===== src/rtl/ghash_core.sv =====
// ghash_core: digit-serial GHASH engine, Y = (Y ^ X_i) * H over GF(2^128).
// Optional feature macro: GHASH_LEN_BLK_EN (in-block length-block generation).
module ghash_core #(
  parameter int unsigned DIGIT_BITS = 8
) (
  input  logic         clk,
  input  logic         reset,
  input  logic [127:0] h_key,
  input  logic         h_load,
  input  logic [127:0] in_blk,
  input  logic         in_valid,
  output logic         in_ready,
  input  logic         in_last,
  input  logic         in_is_aad,
  input  logic [4:0]   in_nbytes,
  output logic [127:0] out_ghash,
  output logic         out_valid,
  input  logic         out_ready,
  output logic         busy
);

  localparam int unsigned GHASH_BITS = 128;
  localparam int unsigned N_DIGITS   = GHASH_BITS / DIGIT_BITS;
  localparam int unsigned CNT_W      = $clog2(N_DIGITS + 1);
  localparam logic [127:0] R_POLY    = {8'hE1, 120'b0};

  typedef enum logic [1:0] {S_IDLE, S_MULT, S_LEN, S_DONE} state_t;

  state_t             state_q, state_d;
  logic [127:0]       y_q, y_d, h_q, h_d, x_q, x_d, z_q, z_d, v_q, v_d;
  logic               h_valid_q, h_valid_d, last_q, last_d;
  logic [CNT_W-1:0]   cnt_q, cnt_d;
  logic [127:0]       z_step, v_step, x_step;
  logic               accept;

`ifdef GHASH_LEN_BLK_EN
  logic [63:0]        aad_q, aad_d, ct_q, ct_d;
`else
  logic               unused_len;
  assign unused_len = ^{in_nbytes, in_is_aad};
`endif

  // Status outputs decoded from registered state only
  assign in_ready  = (state_q == S_IDLE) && h_valid_q;
  assign busy      = (state_q != S_IDLE);
  assign out_valid = (state_q == S_DONE);
  assign out_ghash = out_valid ? y_q : '0;
  assign accept    = in_valid && in_ready && !h_load;

  // One digit of the shift-and-add multiply, MSB of X first
  always_comb begin
    z_step = z_q;
    v_step = v_q;
    x_step = x_q;
    for (int i = 0; i < int'(DIGIT_BITS); i++) begin
      if (x_step[127]) z_step = z_step ^ v_step;
      v_step = v_step[0] ? ((v_step >> 1) ^ R_POLY) : (v_step >> 1);
      x_step = {x_step[126:0], 1'b0};
    end
  end

  // Next-state and datapath control
  always_comb begin
    state_d   = state_q;
    y_d       = y_q;
    h_d       = h_q;
    h_valid_d = h_valid_q;
    x_d       = x_q;
    z_d       = z_q;
    v_d       = v_q;
    cnt_d     = cnt_q;
    last_d    = last_q;
`ifdef GHASH_LEN_BLK_EN
    aad_d     = aad_q;
    ct_d      = ct_q;
`endif
    case (state_q)
      S_IDLE: begin
        if (h_load) begin
          h_d       = h_key;
          h_valid_d = 1'b1;
        end else if (accept) begin
          x_d     = y_q ^ in_blk;
          z_d     = '0;
          v_d     = h_q;
          cnt_d   = '0;
          last_d  = in_last;
          state_d = S_MULT;
`ifdef GHASH_LEN_BLK_EN
          if (in_is_aad) aad_d = aad_q + (64'(in_nbytes) << 3);
          else           ct_d  = ct_q + (64'(in_nbytes) << 3);
`endif
        end
      end
      S_MULT, S_LEN: begin
        if (cnt_q == CNT_W'(N_DIGITS)) begin
          // Writeback cycle: commit product, pick the follow-on state
          y_d = z_q;
          if (state_q == S_LEN) begin
            state_d = S_DONE;
          end else if (last_q) begin
`ifdef GHASH_LEN_BLK_EN
            x_d     = z_q ^ {aad_q, ct_q};
            z_d     = '0;
            v_d     = h_q;
            cnt_d   = '0;
            state_d = S_LEN;
`else
            state_d = S_DONE;
`endif
          end else begin
            state_d = S_IDLE;
          end
        end else begin
          z_d   = z_step;
          v_d   = v_step;
          x_d   = x_step;
          cnt_d = CNT_W'(cnt_q + 1'b1);
        end
      end
      S_DONE: begin
        if (out_ready) begin
          y_d     = '0;
          cnt_d   = '0;
          last_d  = 1'b0;
          state_d = S_IDLE;
`ifdef GHASH_LEN_BLK_EN
          aad_d   = '0;
          ct_d    = '0;
`endif
        end
      end
      default: state_d = S_IDLE;
    endcase
  end

  // State and datapath registers
  always_ff @(posedge clk or posedge reset) begin
    if (reset) begin
      state_q   <= S_IDLE;
      y_q       <= '0;
      h_q       <= '0;
      h_valid_q <= 1'b0;
      x_q       <= '0;
      z_q       <= '0;
      v_q       <= '0;
      cnt_q     <= '0;
      last_q    <= 1'b0;
`ifdef GHASH_LEN_BLK_EN
      aad_q     <= '0;
      ct_q      <= '0;
`endif
    end else begin
      state_q   <= state_d;
      y_q       <= y_d;
      h_q       <= h_d;
      h_valid_q <= h_valid_d;
      x_q       <= x_d;
      z_q       <= z_d;
      v_q       <= v_d;
      cnt_q     <= cnt_d;
      last_q    <= last_d;
`ifdef GHASH_LEN_BLK_EN
      aad_q     <= aad_d;
      ct_q      <= ct_d;
`endif
    end
  end

endmodule


===== config.mk =====
export PLATFORM = sky130hd
export DESIGN_NAME = ghash_core
export DESIGN_NICKNAME = d
export VERILOG_FILES = /design/src/rtl/ghash_core.sv
export SDC_FILE = /design/constraint.sdc
export NUM_CORES = 2
export LEC_CHECK = 0
export CORE_MARGIN = 3
export CORE_UTILIZATION = 60
export CTS_CLUSTER_SIZE = 24
export DETAILED_ROUTE_END_ITERATION = 12
export DONT_BUFFER_PORTS = 1
export PLACE_DENSITY_LB_ADDON = 0.1
export SLEW_MARGIN = 20
export SYNTH_ARGS = -nofsm -noshare
export SYNTH_HDL_FRONTEND = slang
export SYNTH_SLANG_ARGS = --single-unit

===== constraint.sdc =====
create_clock -name clk -period 42.7 [get_ports clk]
set_clock_uncertainty 0.05 [all_clocks]
set_input_delay 12.81 -clock clk [delete_from_list [all_inputs] [get_ports clk]]
set_output_delay 12.81 -clock clk [all_outputs]
set_load 0.03 [all_outputs]

After elaboration in Yosys (flattened, before gate mapping)
Index checks and enable logic that the tools add are counted.
{"block": "totals", "ff_bits": 649, "latchBits": 0, "mem_bits_rw": 0, "mem_bits_ro": 0, "inputBits": 268, "out_inout_bits": 131, "elab_cells": 100, "n_memories": 0}
{"block": "op_classes", "add_sub_neg": 1, "multipliers": 0, "n_div": 0, "order_cmp": 0, "n_eq_ne": 9, "n_shift": 0, "mux": 48, "n_bitwise": 17, "reduce_logical": 16}
{"op": "$mux 128", "n": 28}
{"op": "$xor 128x128->128", "n": 9}
{"op": "$pmux 128 s2", "n": 4}
{"op": "$not 3->4", "n": 8}
{"op": "$mux 5", "n": 4}
{"op": "$reduce_and 4->1", "n": 4}
{"op": "$pmux 5 s3", "n": 1}
{"op": "$mux 2", "n": 6}
{"op": "$ne 2x2->1 const B", "n": 4}
{"op": "$reduce_bool 2->1", "n": 4}
{"op": "$pmux 2 s3", "n": 1}
{"op": "$add 5x1->5 const B", "n": 1}
{"op": "$eq 5x5->1 const B", "n": 1}
{"op": "$eq 2x2->1 const B", "n": 2}
{"op": "$logic_and 1x1->1", "n": 3}
{"op": "$mux 1", "n": 3}
{"op": "$reduce_and 3->1", "n": 1}
{"op": "$eq 2x1->1 const B", "n": 1}
{"op": "$logic_not 2->1", "n": 1}
{"op": "$ne 2x1->1 const B", "n": 1}
{"op": "$pmux 1 s2", "n": 1}
{"op": "$reduce_and 2->1", "n": 1}
{"op": "$reduce_or 2->1", "n": 1}
{"op": "$logic_not 1->1", "n": 1}

Longest topological paths before layout
{"block": "logic_depth", "ltp_word": 18, "depth_mapped": 11, "depth_no_buf": 7}

Worst setup path after synthesis
OpenSTA, ideal clock, no wires.
{"block": "synth_path", "path_type": "register -> output", "startpoint": "reg state_q[1]", "endpoint": "out out_ghash[100]", "arrival_ns": 2.044, "required_time_ns": 29.840, "path_slack_ns": 27.796, "stages_incl_launch_ff": 7, "path_buffers": 4, "cell_sequence": "dfrtp_1 ha_1 clkbuf_1 clkbuf_1 clkbuf_1 clkbuf_1 and2_1"}
{"block": "synth_between", "elab_chain_cells": 2}
{"element": "from (decl)", "line": "29", "rtl": "state_t state_q, state_d;"}
{"element": "from (signal assigned)", "line": "154", "rtl": "state_q <= state_d;"}
{"element": "$eq 2x2->1", "line": "46", "rtl": "assign out_valid = (state_q == S_DONE);"}
{"element": "net out_valid", "line": "17", "rtl": "output logic out_valid,"}
{"element": "$mux 128", "line": "47", "rtl": "assign out_ghash = out_valid ? y_q : '0;"}
{"element": "to (decl)", "line": "16", "rtl": "output logic [127:0] out_ghash,"}
The timed path passes the listed nets, and every way through them passes these cells.

Worst setup path in the final report
{"block": "layout_path", "startpoint": "reg state_q[1]", "endpoint": "out out_ghash[126]"}
{"block": "layout_between", "elab_chain_cells": 2}
{"element": "$eq 2x2->1", "line": "46"}
{"element": "$mux 128", "line": "47"}
No other way between the ends.

==> results.yml <==
setup_path:
  reg2reg_to: "v_q[41]"
  cp-endpoint: "out_ghash[126]"
  cp_data_arrival_time_ps: 2960
  r2r_start: "state_q[1]"
  startpoint_type: "flop"
  required_ps: 29840
  crit_fanout: 83
  rrSetupSlack_ps: 38480
  path_class: "flop to primary output"
  setup.worst_path.start: "state_q[1]"
  cp-end-kind: "primary output"
  ff2ff_path_depth: 8
clocking:
  h-tree-depth: 3
  cts_buffers: 73
  clock_sinks: 649
  worstSkewPairLatency_ps: 620
  clockBufferDepth: 3
  cts.repair.resized: 0
  cts_tree: "built"
  ctsHoldBuffers: 0
  cts_setup_buffers: 0
  cts_root_buf: "clkbuf_16"
  clkTransAtPathRegs_ps: 60
global_route:
  grt_pass1_wl_microns: 178100
  grt.busiest_layer: "met2"
  grt_max_degree: 120
  first_global_vias: 30650
  grt_antenna_before_repair: 13
  grt_use_total_pct: 29.90
  use_met3_pct: 3.793
  grt_overflow_total: 0
  met1_usage_pct: 43.23
  grt_util_met2_pct: 47.21
routing:
  drc: 0
  drt_iter0_markers: 2662
  wirelength_microns: 111700
  ant_nets: 0
  wl_per_cell_microns: 19.26
  via_count: 32180
  avgViaCountPerCell: 5.548
  drt-pass1-iter-count: 6
timing:
  tns_ps: 0
  tightest_slew_ps: 1110
  finalCriticalPeriod_ps: 15820
  finalWorstSetupSlack_ps: 26880
  setup_violations: 0
  post-route-period-util_pct: 37.04
  relSlewSlack_pct: 26.02
  finalHoldViolCount: 0
  drv_slew: 0
  rsz0062_at_grt: "false"
  max_freq_mhz: 63.22
place:
  dp.cells: 5661
  gp_congestion: 0.8578
  numPortBuffers: 0
  dp_slack_ps: 26430
  dpl_cell_area_sq_um: 42400
  hpwl_microns: 70890
finish:
  mostFrequentLayoutCells: "1532 x nand2_1, 786 x xnor2_1, 641 x dfrtp_1"
  fin_nets: 5072
  area_growth_pct: 5.787
  fin_area_sq_um: 45190
  drive_above_1_share_pct: 6.588
  mostFrequentLayoutCell: "nand2_1"
  layout.cells.non_filler: 5801
yosys:
  synthAdderAreaFrac_pct: 0.1464
  synth-seq-cells: 649
  synthSimpleGateAreaFrac_pct: 18.58
  synth_seq_area_share_pct: 38.01
  synth_top_family_by_area: "XOR/XNOR gates"
  muxShareOfSynthArea_pct: 6.522
  syn_area_sq_um: 42720
  async_flop_share_pct: 100.0
  yosysWarnings: 0
  ys_types: 41
  synth_compound_area_share_pct: 7.922
  yosys_most_used_dff: "dfrtp_1"
  synth_area_per_cell_sq_um: 8.349
  syn_inst: 5117
  synth_nets: 5390
  synth-xor-area-share_pct: 24.34
  synth_enable_flop_cells: 0
pwr:
  swShare_pct: 45.05
  irDropWorstVdd_v: 0.0001250
  power.internal_mw: 2.432
  p_comb_share_pct: 52.9
  clkPwrFrac_pct: 16.0
  p_switching_mw: 1.994
  pwr-share-seq_pct: 31.1
  pwr_density_cell_nw_per_um2: 97.93
  fin_total_pwr_mw: 4.426
  p_leak_nw: 17.71
floorplanning:
  core_area_sq_um: 70270
  die_h_microns: 272.8
  start_util_pct: 60.80
  pin_count: 399
  rows: 97
  die_w_microns: 272.8
  die_area_sq_um: 74440
run_status:
  status: "complete, no violations"
flow_run:
  drv_cap: 0
worst_hold_path:
  hold_class: "flop to flop"
## state kept, by name (all words and copies together) (netlist names), 2 cells and up
register  cells
z_q         128
cnt_q         5
y_q         128
h_q         128
v_q         128
x_q         128
state_q       2
## worst max-delay path, cell delays in order (launching register included)
cell	delay [ps]
dfrtp_1	450
ha_4	640
buf_4	710
and2_1	440
## power groups by stage
stage               clock network (mW)  registers (mW)  logic, mW
finish                           0.709            1.38       2.34
global route                     0.744            1.41       2.62
CTS                              0.721            1.36       2.35
detailed placement                   0            1.37       2.33
floorplan                            0            1.05       2.17
global placement                     0            1.37       2.27
## per-layer routing
metal	vias to the layer above	part of all wire, %
met5	-	0.043
met2	1032	47
met3	179	5.9
met1	15550	45
met4	8	2.6
li1	15410	-
## metrics by stage
| step | hold slack [ps] | utilization (%) |
|---|---|---|
| 2_1_floorplan | 398.8 | - |
| 3_3_place_gp | 414.2 | 60.33 |
| 3_5_place_dp | 420.4 | 60.33 |
| 4_1_cts | 434.1 | 64.18 |
| 5_1_grt | 460.8 | 64.31 |
| 6_report | 430.5 | 64.31 |
## final cells by class
type | instances | area, sq um
Fill cell | 5890 | 25080
Timing Repair Buffer | 41 | 360.3
Sequential cell | 649 | 16270
Multi-Input combinational cell | 4024 | 24630
Tap cell | 940 | 1176
Clock buffer | 100 | 2176
Clock inverter | 33 | 529.3
Inverter | 10 | 45.04
Antenna cell | 4 | 10.01
## cells in the mapped netlist, drive strengths merged (10+ instances only)
| master | count | area (sq um) |
|---|---|---|
| mux2 | 131 | 1475 |
| nand2 | 1533 | 5754 |
| o21ai | 513 | 2571 |
| dfrtp | 649 | 16240 |
| nand2b | 132 | 833.3 |
| inv | 10 | 37.54 |
| xnor2 | 787 | 6900 |
| and2 | 129 | 807.0 |
| mux2i | 131 | 1311 |
| xor2 | 369 | 3292 |
| buf | 262 | 1227 |
| a21oi | 127 | 635.6 |
| clkbuf | 172 | 646.9 |
| nor2 | 124 | 465.5 |
## logic make-up after synthesis
logic type | count (synthesis)
xor gates and xnor gates | 1165
AOI/OAI and AO/OA | 662
and+or+nand+nor | 1930
muxes | 262
DFF | 649
buffers and inverters | 444
adders and majority gates | 5
## worst min-delay path by stage
stage	from	endpoint	cells after the start
2_1_floorplan	x_q[0]	x_q[0]	2
3_3_place_gp	x_q[27]	x_q[27]	2
3_5_place_dp	x_q[27]	x_q[27]	2
4_1_cts	x_q[27]	x_q[27]	2
5_1_grt	h_q[112]	h_q[112]	1
6_report	x_q[27]	x_q[27]	2
Note: power is estimated with default switching activity, not from simulation.
